[src/rtl/riscv_pkg.sv]
// Shared constants and types for the RISC-V front end.
// Latency: n/a (declarations only).
// Backpressure: n/a.
package riscv_pkg;

    localparam int INSTR_W = 32;

    // PC loaded by reset unless a block overrides it
    localparam logic [31:0] DEFAULT_RESET_PC = 32'h0040_0000;

    // addi x0, x0, 0 -- presented on out_instr whenever nothing is valid
    localparam logic [INSTR_W-1:0] NOP = 32'h0000_0013;

    typedef enum logic {
        IDLE = 1'b0,
        RUN  = 1'b1
    } fetch_state_e;

endpackage

[src/rtl/fetch_fifo.sv]
// 2-entry synchronous FIFO holding fetched {pc, instruction} pairs.
// Latency: a push is visible at the head on the cycle after the push edge.
// Backpressure: full/count outputs; pushes into a full FIFO without a pop are dropped.
module fetch_fifo #(
    parameter int W = 64
) (
    input  logic         clk,
    input  logic         rst_n,
    input  logic         flush,
    input  logic         push,
    input  logic [W-1:0] push_dat,
    input  logic         pop,
    output logic [W-1:0] head_dat,
    output logic [1:0]   count,
    output logic         empty,
    output logic         full
);

    logic [W-1:0] mem_q [2];
    logic         wr_ptr_q;
    logic         rd_ptr_q;
    logic [1:0]   count_q;
    logic         push_ok;
    logic         pop_ok;

    assign empty    = (count_q == 2'd0);
    assign full     = (count_q == 2'd2);
    assign count    = count_q;
    assign head_dat = mem_q[rd_ptr_q];

    // A pop frees the slot in the same edge, so a push into a full FIFO is fine then
    assign pop_ok  = pop & ~empty;
    assign push_ok = push & (~full | pop_ok);

    // Storage, pointers and occupancy; flush wins over push/pop
    always_ff @(posedge clk or negedge rst_n) begin
        if (!rst_n) begin
            mem_q[0] <= '0;
            mem_q[1] <= '0;
            wr_ptr_q <= 1'b0;
            rd_ptr_q <= 1'b0;
            count_q  <= 2'd0;
        end else if (flush) begin
            wr_ptr_q <= 1'b0;
            rd_ptr_q <= 1'b0;
            count_q  <= 2'd0;
        end else begin
            if (push_ok) begin
                mem_q[wr_ptr_q] <= push_dat;
                wr_ptr_q        <= ~wr_ptr_q;
            end
            if (pop_ok) begin
                rd_ptr_q <= ~rd_ptr_q;
            end
            count_q <= count_q + {1'b0, push_ok} - {1'b0, pop_ok};
        end
    end

endmodule

[src/rtl/fetch_unit.sv]
// Instruction fetch: owns the PC, issues reads to a 1-cycle imem, buffers results in a 2-entry FIFO.
// Latency: request in cycle N -> out_valid in N+2; 1 instr/cycle sustained.
// Backpressure: out_ready low stalls issue once FIFO plus in-flight request reach 2 entries.
module fetch_unit
    import riscv_pkg::*;
#(
    parameter int                ADDR_W   = 32,
    parameter logic [ADDR_W-1:0] RESET_PC = DEFAULT_RESET_PC[ADDR_W-1:0]
) (
    input  logic               clk,
    input  logic               rst_n,
    input  logic               halt,
    input  logic               br_taken,
    input  logic [ADDR_W-1:0]  br_target,
    output logic               imem_req,
    output logic [ADDR_W-1:0]  imem_addr,
    input  logic [INSTR_W-1:0] imem_rdata,
    output logic               out_valid,
    input  logic               out_ready,
    output logic [ADDR_W-1:0]  out_pc,
    output logic [INSTR_W-1:0] out_instr
);

    localparam int FW = ADDR_W + INSTR_W;

    fetch_state_e      state_q, state_d;
    logic [ADDR_W-1:0] pc_q, pc_d;
    logic [ADDR_W-1:0] tag_q, tag_d;
    logic              inflight_q, inflight_d;
    logic              squash_q, squash_d;

    logic              issue;
    logic              push;
    logic              flush;
    logic              pop;
    logic              fifo_push;
    logic [2:0]        occupancy;
    logic [ADDR_W-1:0] br_aligned;
    logic [FW-1:0]     head_dat;
    logic [1:0]        fifo_count;
    logic              fifo_empty;
    logic              fifo_full;

    assign pop        = out_valid & out_ready;
    assign br_aligned = {br_target[ADDR_W-1:2], 2'b00};

    // Slots committed after this edge: buffered + returning - leaving
    assign occupancy  = {1'b0, fifo_count} + {2'b00, inflight_q} - {2'b00, pop};

    // Next-state for FSM, PC and in-flight tracking; redirect beats issue, push and pop
    always_comb begin
        state_d    = state_q;
        pc_d       = pc_q;
        tag_d      = tag_q;
        inflight_d = 1'b0;
        squash_d   = 1'b0;
        issue      = 1'b0;
        push       = 1'b0;
        flush      = 1'b0;
        case (state_q)
            IDLE: begin
                state_d = RUN;
                if (br_taken) begin
                    pc_d = br_aligned;
                end
            end
            RUN: begin
                issue = ~halt & ~br_taken & (occupancy < 3'd2);
                push  = inflight_q & ~squash_q & ~br_taken;
                if (br_taken) begin
                    pc_d     = br_aligned;
                    flush    = 1'b1;
                    squash_d = 1'b1;
                end else if (issue) begin
                    pc_d       = pc_q + {{(ADDR_W-3){1'b0}}, 3'd4};
                    inflight_d = 1'b1;
                    tag_d      = pc_q;
                end
            end
            default: state_d = IDLE;
        endcase
    end

    // State, PC and in-flight request registers
    always_ff @(posedge clk or negedge rst_n) begin
        if (!rst_n) begin
            state_q    <= IDLE;
            pc_q       <= RESET_PC;
            tag_q      <= '0;
            inflight_q <= 1'b0;
            squash_q   <= 1'b0;
        end else begin
            state_q    <= state_d;
            pc_q       <= pc_d;
            tag_q      <= tag_d;
            inflight_q <= inflight_d;
            squash_q   <= squash_d;
        end
    end

    // Occupancy accounting keeps the FIFO from overflowing; the full gate is a backstop
    assign fifo_push = push & (~fifo_full | pop);

    fetch_fifo #(
        .W (FW)
    ) u_fifo (
        .clk      (clk),
        .rst_n    (rst_n),
        .flush    (flush),
        .push     (fifo_push),
        .push_dat ({tag_q, imem_rdata}),
        .pop      (pop),
        .head_dat (head_dat),
        .count    (fifo_count),
        .empty    (fifo_empty),
        .full     (fifo_full)
    );

    assign imem_req  = issue;
    assign imem_addr = pc_q;
    assign out_valid = ~fifo_empty;
    assign out_pc    = fifo_empty ? '0  : head_dat[FW-1 -: ADDR_W];
    assign out_instr = fifo_empty ? NOP : head_dat[INSTR_W-1:0];

endmodule
[config.mk]
export PLATFORM = sky130hd
export DESIGN_NAME = fetch_unit
export DESIGN_NICKNAME = d
export VERILOG_FILES = /design/src/rtl/riscv_pkg.sv /design/src/rtl/fetch_fifo.sv /design/src/rtl/fetch_unit.sv
export SDC_FILE = /design/constraint.sdc
export NUM_CORES = 1
export LEC_CHECK = 0
export ABC_AREA = 0
export CAP_MARGIN = 20
export CORE_MARGIN = 5
export CORE_UTILIZATION = 64
export DETAILED_ROUTE_END_ITERATION = 12
export DONT_BUFFER_PORTS = 1
export PLACE_DENSITY = 0.79
export SETUP_SLACK_MARGIN = 0.05
export SYNTH_ARGS = -nofsm -noshare
export SYNTH_HDL_FRONTEND = slang
export SYNTH_HIERARCHICAL = 1
export SYNTH_SLANG_ARGS = --single-unit
[constraint.sdc]
create_clock -name clk -period 3.4 [get_ports clk]
set_input_delay 0.17 -clock clk [delete_from_list [all_inputs] [get_ports clk]]
set_output_delay 0.17 -clock clk [all_outputs]
set_load 0.02 [all_outputs]
==> results of run 1 <==
## cell usage after synthesis (7+ instances only)
cell      instances  area share
mux2_4           60       0.094
nor2_1           22      0.0086
inv_1            10      0.0039
nor4_1            7      0.0046
nor3_1           11      0.0057
nand4_1           9      0.0059
and3_1            8      0.0052
buf_6             7      0.0082
buf_4             8      0.0063
dfrtp_1         194        0.51
nand3_1          17      0.0089
o21ai_0          20       0.010
a21oi_1          12      0.0063
mux2_2          128        0.15
nand2_1         112       0.044
nor2b_1          67       0.044
xnor2_1           7      0.0064
clkbuf_1         33       0.013
## cell type report
type	count	area, um2
clock buffer	20	456.7
clock inverter	12	224.0
fill	928	3513
inverter	11	45.04
multi-input combinational	556	4466
sequential	195	4883
timing repair buffer	83	825.8
tap	184	230.2
## power breakdown
group          internal (mW)  switching (mW)
sequential              2.74           0.400
combinational          0.711           0.589
clock                   1.42           0.884
total                   4.88            1.87
## state kept, by name (all words and copies together) (netlist names)
name             cells
squash_q             1
tag_q               30
u_fifo/mem_q       128
u_fifo/rd_ptr_q      1
u_fifo/wr_ptr_q      1
state_q              1
imem_addr           30
inflight_q           1
u_fifo/count         2
## routing by layer
metal | share of wire | vias to the layer above | track usage | routed length [um]
li1 | - | 2930 | - | -
met1 | 0.43 | 3230 | 0.3650 | 9767
met2 | 0.47 | 257 | 0.4098 | 10690
met3 | 0.081 | 31 | 0.07441 | 1832
met4 | 0.015 | 0 | 0.08083 | 338
met5 | 0 | - | 0 | 0
## final timing paths
kind / startpoint / to / cells after the start
worst max-delay path: u_fifo/count[0] / imem_req / 11
min in group clk: br_target[29] / imem_addr[29] / 3
max in group asynchronous: rst_n / imem_addr[22] / 0
worst min-delay path: rst_n / u_fifo/mem_q[30] / 0
worst max register to register: u_fifo/count[0] / imem_addr[18] / 11
worst min register to register: u_fifo/mem_q[0] / u_fifo/mem_q[0] / 1
## per-stage QoR
| step | setup WS, ns | cells | util |
|---|---|---|---|
| 5_1_grt | 0.05628 | 1061 | 0.7601 |
| 4_1_cts | 0.06503 | 1055 | 0.7554 |
| 3_3_place_gp | 0.4407 | 965 | 0.6687 |
| 6_report | 0.2177 | 1061 | 0.7601 |
| 3_5_place_dp | 0.3421 | 965 | 0.6687 |
| 2_1_floorplan | 0.2659 | 814 | - |
## worst max-delay path, cell delays in order (launching register included)
cell        delay [ns]
dfrtp_2           0.45
nor2_4            0.14
nor2b_4           0.06
ha_1              0.29
nand2b_1          0.16
fa_1              0.53
nand2b_1          0.12
o31ai_4           0.27
nand2_2           0.12
clkinvlp_4        0.17
buf_8             0.16
buf_12            0.11
## kinds of logic (layout without fill, tap and decap cells)
| group | Yosys count | in the layout | share of synthesized area |
|---|---|---|---|
| adder cells (fa/ha/maj) | 5 | 5 | 0.007293 |
| AND/OR/NAND/NOR | 274 | 274 | 0.1453 |
| XOR/XNOR | 11 | 11 | 0.01003 |
| buffers and inverters | 63 | 126 | 0.03360 |
| flip-flops | 195 | 195 | 0.5080 |
| AO/OA/AOI/OAI | 67 | 67 | 0.04649 |
| other | 2 | 7 | 0.0007816 |
| multiplexers | 192 | 192 | 0.2485 |
## timing repair
action                                  in CTS  in global routing
buffers inserted                             0                  6
endpoints found under the setup margin       1                  1
pin swaps                                    0                  1
endpoints found under the hold margin      288                195
gates resized for setup                      3                  5
cloned                                       0                  0
==> flow_summary.ini, run 1 <==
[synthesis]
synth_area_mm2 = 0.009608
netlist_instances = 809
synth_area_per_cell_um2 = 11.88
synth-edff-count = 0
synth_flop_cell = dfrtp_1
ys_ff_latch = 195
yosysWarnings = 6
ys_async_sr_fraction = 1.000
yosys.cell_types.count = 63
yosysSeqAreaShare = 0.5080

[clocking]
root_buffer = clkbuf_16
cts_buffers = 17
clkLatencyLatePin_ns = 0.43
cts_hold_buf = 58
htreeDepth = 4
tritoncts = done
cts.clk_slew.worst_paths_ns = 0.07
cts.path.max_buffers = 2
cts_num_sinks = 195

[setup_path]
ff2ff_setup_slack_ns = 0.35
startpoint_type = flop
cp.required_ns = 3.23
cp.arrival_ns = 3.01
path_max_fanout = 11
cp-end-kind = primary output
path_class = reg -> out

[cells_and_area]
layout_common_cells = 192 x dfrtp_1, 128 x mux2_2, 111 x nand2_1, 66 x nor2b_1, 60 x mux2_4
final_common_cell = dfrtp_1
num_antenna_cells = 0
design_area_mm2 = 0.01113
fin_nets = 938
area_growth_syn_to_layout_pct = 15.85
final_layout_size_suffix_gt1_frac = 0.2987

[placed_design]
dp_hpwl_um = 13750
port_buffers = 0
place_area_mm2 = 0.009793
routabilityCongestion = 0.9168

[drt]
dr.first_iter.drc_count = 371
wl_um = 22630
ant_nets = 0
vias = 6448
detail_route.wl_per_cell_um = 21.33
drt_pass1_iterations = 6
via_per_inst = 6.077
remaining_drc_errors = 0

[grt]
grtUsageTotal = 0.2641
grt_max_degree = 196
grt_overflow = 0
antenna_found_initial = 0
grt_pass1_wl_um = 37540
grt_pass1_vias = 6865

[sta]
hold_violations = 195
finalCritPeriodShare = 0.9360
slew_viol_final = 0
fmax_mhz = 314.2
tightest_slew_ns = 1.100
skew_ns = 0.009655
rsz0062_at_grt = false
fin_tns_setup_ns = 0
maxSlewHeadroom = 0.2645
setup_viol = 0
timing.hold.ws_ns = -0.5723
min_period_ns = 3.182

[power]
leakage_nw = 5.079
powerDensity_mw_per_mm2 = 606.5
vdd_drop_max_mv = 0.3838
p_total_mw = 6.751

[floorplan]
die_x_um = 132.5
coreArea_mm2 = 0.01464
dieArea_mm2 = 0.01756
rows = 44
start_util = 0.6561
die_h_um = 132.5
io_pins = 167

[job]
maxCapViolations = 0

[run_status]
status = finished with violations
violations = hold timing

[min_path]
min_path_type = in -> async
Note: power is estimated with default switching activity, not from simulation.
==> inputs of run 2 (changes only) <==
- CELL_PAD_IN_SITES_DETAIL_PLACEMENT: not set -> 1
- CELL_PAD_IN_SITES_GLOBAL_PLACEMENT: not set -> 1
- CORE_UTILIZATION: 64 -> 51
==> flow_summary.ini, run 2 (same netlist as run 1, synthesis figures left out) <==
[power]
p_total_mw = 6.458
vdd_drop_max_mv = 0.3513
powerDensity_mw_per_mm2 = 587.4
leakage_nw = 4.962

[sta]
setup_viol = 0
skew_ns = 0.008991
hold_violations = 195
fin_tns_setup_ns = 0
maxSlewHeadroom = 0.3849
timing.hold.ws_ns = -0.5610
tightest_slew_ns = 0.9226
slew_viol_final = 0
fmax_mhz = 322.0
finalCritPeriodShare = 0.9135
rsz0062_at_grt = false
min_period_ns = 3.106

[drt]
wl_um = 24140
drt_pass1_iterations = 4
dr.first_iter.drc_count = 269
detail_route.wl_per_cell_um = 21.99
remaining_drc_errors = 0
ant_nets = 0
via_per_inst = 5.852
vias = 6426

[clocking]
cts_buffers = 17
htreeDepth = 4
cts_hold_buf = 58
cts_num_sinks = 195
root_buffer = clkbuf_16
cts.path.max_buffers = 2
cts.clk_slew.worst_paths_ns = 0.07
clkLatencyLatePin_ns = 0.42
tritoncts = done

[cells_and_area]
largest_register_ffs = 128
multiInputGateArea_mm2 = 0.004449
seqCellArea_mm2 = 0.004883
num_antenna_cells = 0
layout_common_cells = 192 x dfrtp_1, 128 x mux2_2, 112 x nand2_1, 66 x nor2b_1, 60 x mux2_4
final_common_cell = dfrtp_1
final_layout_size_suffix_gt1_frac = 0.2847
area_growth_syn_to_layout_pct = 14.44
fin_nets = 927
regMostFlops = u_fifo/mem_q
fill_cells = 1866

[setup_path]
r2r-start = u_fifo/count[0]
cp.arrival_ns = 2.94
critPathMostFrequentCell = buf_12
cp-end-kind = primary output
reg2reg_depth = 11
slowest_stage = dfrtp_2
startpoint_type = flop
ff2ff_setup_slack_ns = 0.30
cp_slowest_stage_delay_ns = 0.44
path_cells = nor2_4, nor2b_2, ha_1, nand2b_1, fa_1, xor2_1, o31ai_2, nand2_1, clkinvlp_4, buf_12, buf_12
path_max_fanout = 18
cp.required_ns = 3.23
r2r_end = imem_addr[31]
path_class = reg -> out

[grt]
grtUsageTotal = 0.2260
grt_pass1_vias = 7272
antenna_found_initial = 0
grt_max_degree = 196
grt_pass1_wl_um = 39700
grt_overflow = 0

[floorplan]
start_util = 0.5154
die_h_um = 147.3
io_pins = 167
die_x_um = 147.3
rows = 50
coreArea_mm2 = 0.01864
dieArea_mm2 = 0.02168

[min_path]
min_path_type = in -> async

[placed_design]
routabilityCongestion = 0.8635
port_buffers = 0
dp_hpwl_um = 15080

[run_status]
violations = hold timing
status = finished with violations

[job]
maxCapViolations = 0
-- run 2: critical path, delay by kind of cell, from the launching register on --
| family | cells | cell delay, ns |
|---|---|---|
| AND/OR/NAND/NOR | 4 | 0.54 |
| buffers and inverters | 3 | 0.40 |
| XOR/XNOR | 1 | 0.20 |
| flip-flops | 1 | 0.44 |
| adder cells (fa/ha/maj) | 2 | 0.67 |
| AO/OA/AOI/OAI | 1 | 0.26 |
-- run 2: routing by layer --
layer	share of wire	wire, um	global-route usage	up-vias
met5	0	0	0	-
met4	0.0098	237	0.06244	0
met3	0.059	1433	0.05521	17
met2	0.49	11840	0.3765	197
met1	0.44	10640	0.2966	3318
li1	-	-	-	2894
-- run 2: repair_timing --
| action | in CTS | in global routing |
|---|---|---|
| resized for setup | 1 | 2 |
| endpoints found under the setup margin | 1 | 4 |
| setup buffers | 1 | 0 |
| pin swaps | 0 | 0 |
| endpoints found under the hold margin | 288 | 195 |
-- run 2: layout make-up --
cell class | instances | area share
flip-flops and latches | 195 | 0.4441
clock buffers | 21 | 0.04097
repair buffers | 72 | 0.06759
clock inverters | 9 | 0.01195
multi-input cells | 556 | 0.4046
well taps | 234 | 0.02663
inverters | 11 | 0.004097
-- run 2: power breakdown --
part           leakage (nW)  switching [mW]  internal [mW]
combinational          2.17           0.601          0.701
sequential             2.52           0.403           2.74
clock                 0.275           0.842           1.17
-- run 2: how the worst max path moves through the flow --
stage	startpoint	to
4_1_cts	u_fifo/count[0]	imem_req
5_1_grt	u_fifo/count[0]	imem_req
3_3_place_gp	u_fifo/count[0]	imem_addr[31]
2_1_floorplan	u_fifo/count[1]	tag_q[23]
3_5_place_dp	u_fifo/count[0]	imem_addr[30]
6_report	u_fifo/count[0]	imem_req
-- run 2: metrics by stage --
stage               instance area, um2  utilization  std cells  setup WS [ns]  hold WS (ns)
finish                           11000       0.5898       1098         0.2941       -0.5610
detailed placement                9803       0.5258       1008         0.2418       -0.1201
global placement                  9803       0.5258       1008         0.3570       -0.1210
CTS                              10980       0.5888       1097        0.09225       -0.5828
floorplan                         9627            -        814         0.2659       -0.1256
global route                     11000       0.5898       1098         0.1161       -0.5968
==> inputs of run 3 (changes only) <==
--- a/config.mk
+++ b/config.mk
@@ -12,6 +12,6 @@
 export CORE_MARGIN = 5
-export CORE_UTILIZATION = 51
+export CORE_UTILIZATION = 50
 export DETAILED_ROUTE_END_ITERATION = 12
 export DONT_BUFFER_PORTS = 1
-export PLACE_DENSITY = 0.79
+export PLACE_DENSITY = 0.78
 export SETUP_SLACK_MARGIN = 0.05
@@ -19,3 +19,2 @@
 export SYNTH_HDL_FRONTEND = slang
-export SYNTH_HIERARCHICAL = 1
 export SYNTH_SLANG_ARGS = --single-unit
==> constraint.sdc (replaced) <==
create_clock -name clk -period 3.4 [get_ports clk]
set_input_delay 0 -clock clk [delete_from_list [all_inputs] [get_ports clk]]
set_output_delay 0 -clock clk [all_outputs]
set_load 0.02 [all_outputs]
==> flow_summary.ini, run 3 <==
[synthesis]
synth_area_per_cell_um2 = 11.29
synth_area_mm2 = 0.008897
ys_async_sr_fraction = 1.000
netlist_instances = 788
synth_top_area_frac = 0.5344
synth-xor-area-share = 0.01181
yosysSeqAreaShare = 0.5373
synthTopCellsByCount = 190 x dfrtp_1, 120 x nand2_1, 77 x nor2_1
yosysWarnings = 0
synth_simple_gate_area_frac = 0.1284
yosys.area_share.adder = 0.007875
synth-edff-count = 0
yosys.cell_types.count = 52
synth_top_cell_by_area = dfrtp_1
synth_compound_area_frac = 0.05203
synth_mux_area_frac = 0.2267
ys_ff_latch = 191
synth_top_family_by_area = multiplexers
synth_flop_cell = dfrtp_1
synth_most_common_cell = dfrtp_1
synth.top_cells.by_area = dfrtp_1 53%, mux2_2 8.1%, mux2_1 7.6%

[sta]
maxSlewHeadroom = 0.5318
fmax_mhz = 315.4
hold_violations = 191
tightest_slew_ns = 0.6985
min_period_ns = 3.170
rsz0062_at_grt = false
setup_viol = 0
fin_tns_setup_ns = 0
skew_ns = 0.01146
timing.hold.ws_ns = -0.7307
finalCritPeriodShare = 0.9324
slew_viol_final = 0
setup_ws_ns = 0.2298

[grt]
antenna_found_initial = 0
grt_pass1_wl_um = 37250
grt_pass1_vias = 6923
grt_overflow = 0
grtUsageTotal = 0.2288
grt_max_degree = 192

[placed_design]
routabilityCongestion = 0.8322
dp_hpwl_um = 14760
dpl_worst_slack_ns = 0.1505
port_buffers = 0
dp_cells = 977

[setup_path]
reg2reg_depth = 12
path_max_fanout = 16
startpoint_type = flop
cp.required_ns = 3.40
ff2ff_setup_slack_ns = 0.23
cp.arrival_ns = 3.17
path_class = reg -> out
cp-end-kind = primary output

[cells_and_area]
largest_register_ffs = 124
area_growth_syn_to_layout_pct = 16.55
fill_cells = 1734
fin_nets = 914
layout_common_cells = 189 x dfrtp_1, 120 x nand2_1, 76 x nor2_1, 66 x dlygate4sd3_1, 64 x mux2_2
final_common_cell = dfrtp_1
num_antenna_cells = 0
stdcell_count = 1077
regMostFlops = u_fifo.mem_q
final_layout_size_suffix_gt1_frac = 0.1502

[drt]
remaining_drc_errors = 0
drt_pass1_iterations = 5
ant_nets = 0
via_per_inst = 5.774
wl_met1_um = 9865
dr.max_layer_used = met4
dr.first_iter.drc_count = 223
vias = 6219
wl_um = 23210
routed-wl-met3_um = 1208
met2_length_um = 11880
detail_route.wl_per_cell_um = 21.55

[run_status]
status = finished with violations
violations = hold timing

[power]
pwr-share-comb = 0.258
powerDensity_mw_per_mm2 = 708.0
p_clk_frac = 0.268
p_int_mw = 4.724
vdd_drop_max_mv = 0.4154
p_total_mw = 7.342
switching_share = 0.3566
leakage_nw = 4.918
p_seq_frac = 0.474
p_sw_mw = 2.618

[floorplan]
coreArea_mm2 = 0.01736
rows = 48
start_util = 0.5126
die_x_um = 143.4
dieArea_mm2 = 0.02056
io_pins = 167
die_h_um = 143.4

[clocking]
cts_buffers = 17
htreeDepth = 4
cts_num_sinks = 191
cts.clk_slew.worst_paths_ns = 0.07
cts.path.max_buffers = 2
postCtsSetupBuffers = 0
tritoncts = done
clkLatencyLatePin_ns = 0.42
root_buffer = clkbuf_16

[min_path]
min_path_type = in -> async

[job]
maxCapViolations = 0
run 3: changes by cell type in the layout (fill, tap and decap cells not counted), sizes merged, moves of 5 or more:
cell         previous run  this run
nor2                   22        77
mux2                  192       124
nor2b                  67         8
and3                    8         3
dlygate4sd3            58        66
nor4                    7         1
a21oi                  12        17
nand2                 112       121
mux2i                   0        62
run 3: power by group through the flow:
stage | clock (mW) | combinational, mW | sequential (mW)
6_report | 1.97 | 1.90 | 3.48
5_1_grt | 2.12 | 2.08 | 3.56
4_1_cts | 2.01 | 1.82 | 3.55
3_5_place_dp | 0 | 1.72 | 3.58
3_3_place_gp | 0 | 1.63 | 3.51
2_1_floorplan | 0 | 1.51 | 3.23
run 3: final cells by class:
cell class                      instances  area (um2)  share of cell area
Clock buffer                           21       470.5             0.04537
Sequential cell                       191        4785              0.4614
Inverter                                8       35.03            0.003378
Timing Repair Buffer                   83       840.8             0.08108
Clock inverter                         10       112.6             0.01086
Multi-Input combinational cell        539        3845              0.3708
Tap cell                              225       281.5             0.02715
run 3: layer usage:
layer / up-vias / GRT usage
li1: 2817 / -
met5: - / 0
met2: 170 / 0.3960
met3: 25 / 0.05092
met1: 3207 / 0.2909
met4: 0 / 0.06293
run 3: cell families (layout without fill, tap and decap cells):
| kind of cell | Yosys count | in the layout |
|---|---|---|
| buffers and inverters | 61 | 122 |
| adders and majority gates | 5 | 5 |
| other | 2 | 5 |
| muxes | 186 | 186 |
| and+or+nand+nor | 261 | 261 |
| DFF | 191 | 191 |
| xor gates and xnor gates | 12 | 12 |
| AOI/OAI and AO/OA | 70 | 70 |
run 3: stage by stage:
step	utilization	instance area (um2)	hold slack [ns]
2_1_floorplan	-	8909	-0.2956
3_3_place_gp	0.5213	9049	-0.2900
3_5_place_dp	0.5213	9049	-0.2897
4_1_cts	0.5928	10290	-0.7459
5_1_grt	0.5975	10370	-0.7634
6_report	0.5975	10370	-0.7307
run 3: worst max-delay path, stage by stage, from the launching register on:
cell and delay [ns]:
dfrtp_1 0.43, nor2_4 0.10, inv_1 0.06, and2_1 0.19
ha_1 0.29, inv_1 0.08, nand2_1 0.07, fa_1 0.39
xor2_1 0.22, or4b_4 0.60, inv_6 0.15, buf_4 0.16
run 3: final timing paths:
path                             startpoint                to
hold reg to reg            u_fifo.mem_q[70]  u_fifo.mem_q[70]
min in group clk                   br_taken      imem_addr[4]
setup / recovery            u_fifo.count[0]          imem_req
hold / removal                        rst_n  u_fifo.mem_q[90]
max in group asynchronous             rst_n     imem_addr[22]
setup reg to reg            u_fifo.count[0]     imem_addr[28]
run 3: timing repair:
| item | in CTS | in global routing |
|---|---|---|
| gates resized for setup | 1 | 3 |
| hold buffers | 65 | 1 |
| setup endpoints to repair | 1 | 19 |
| hold endpoints to repair | 290 | 194 |
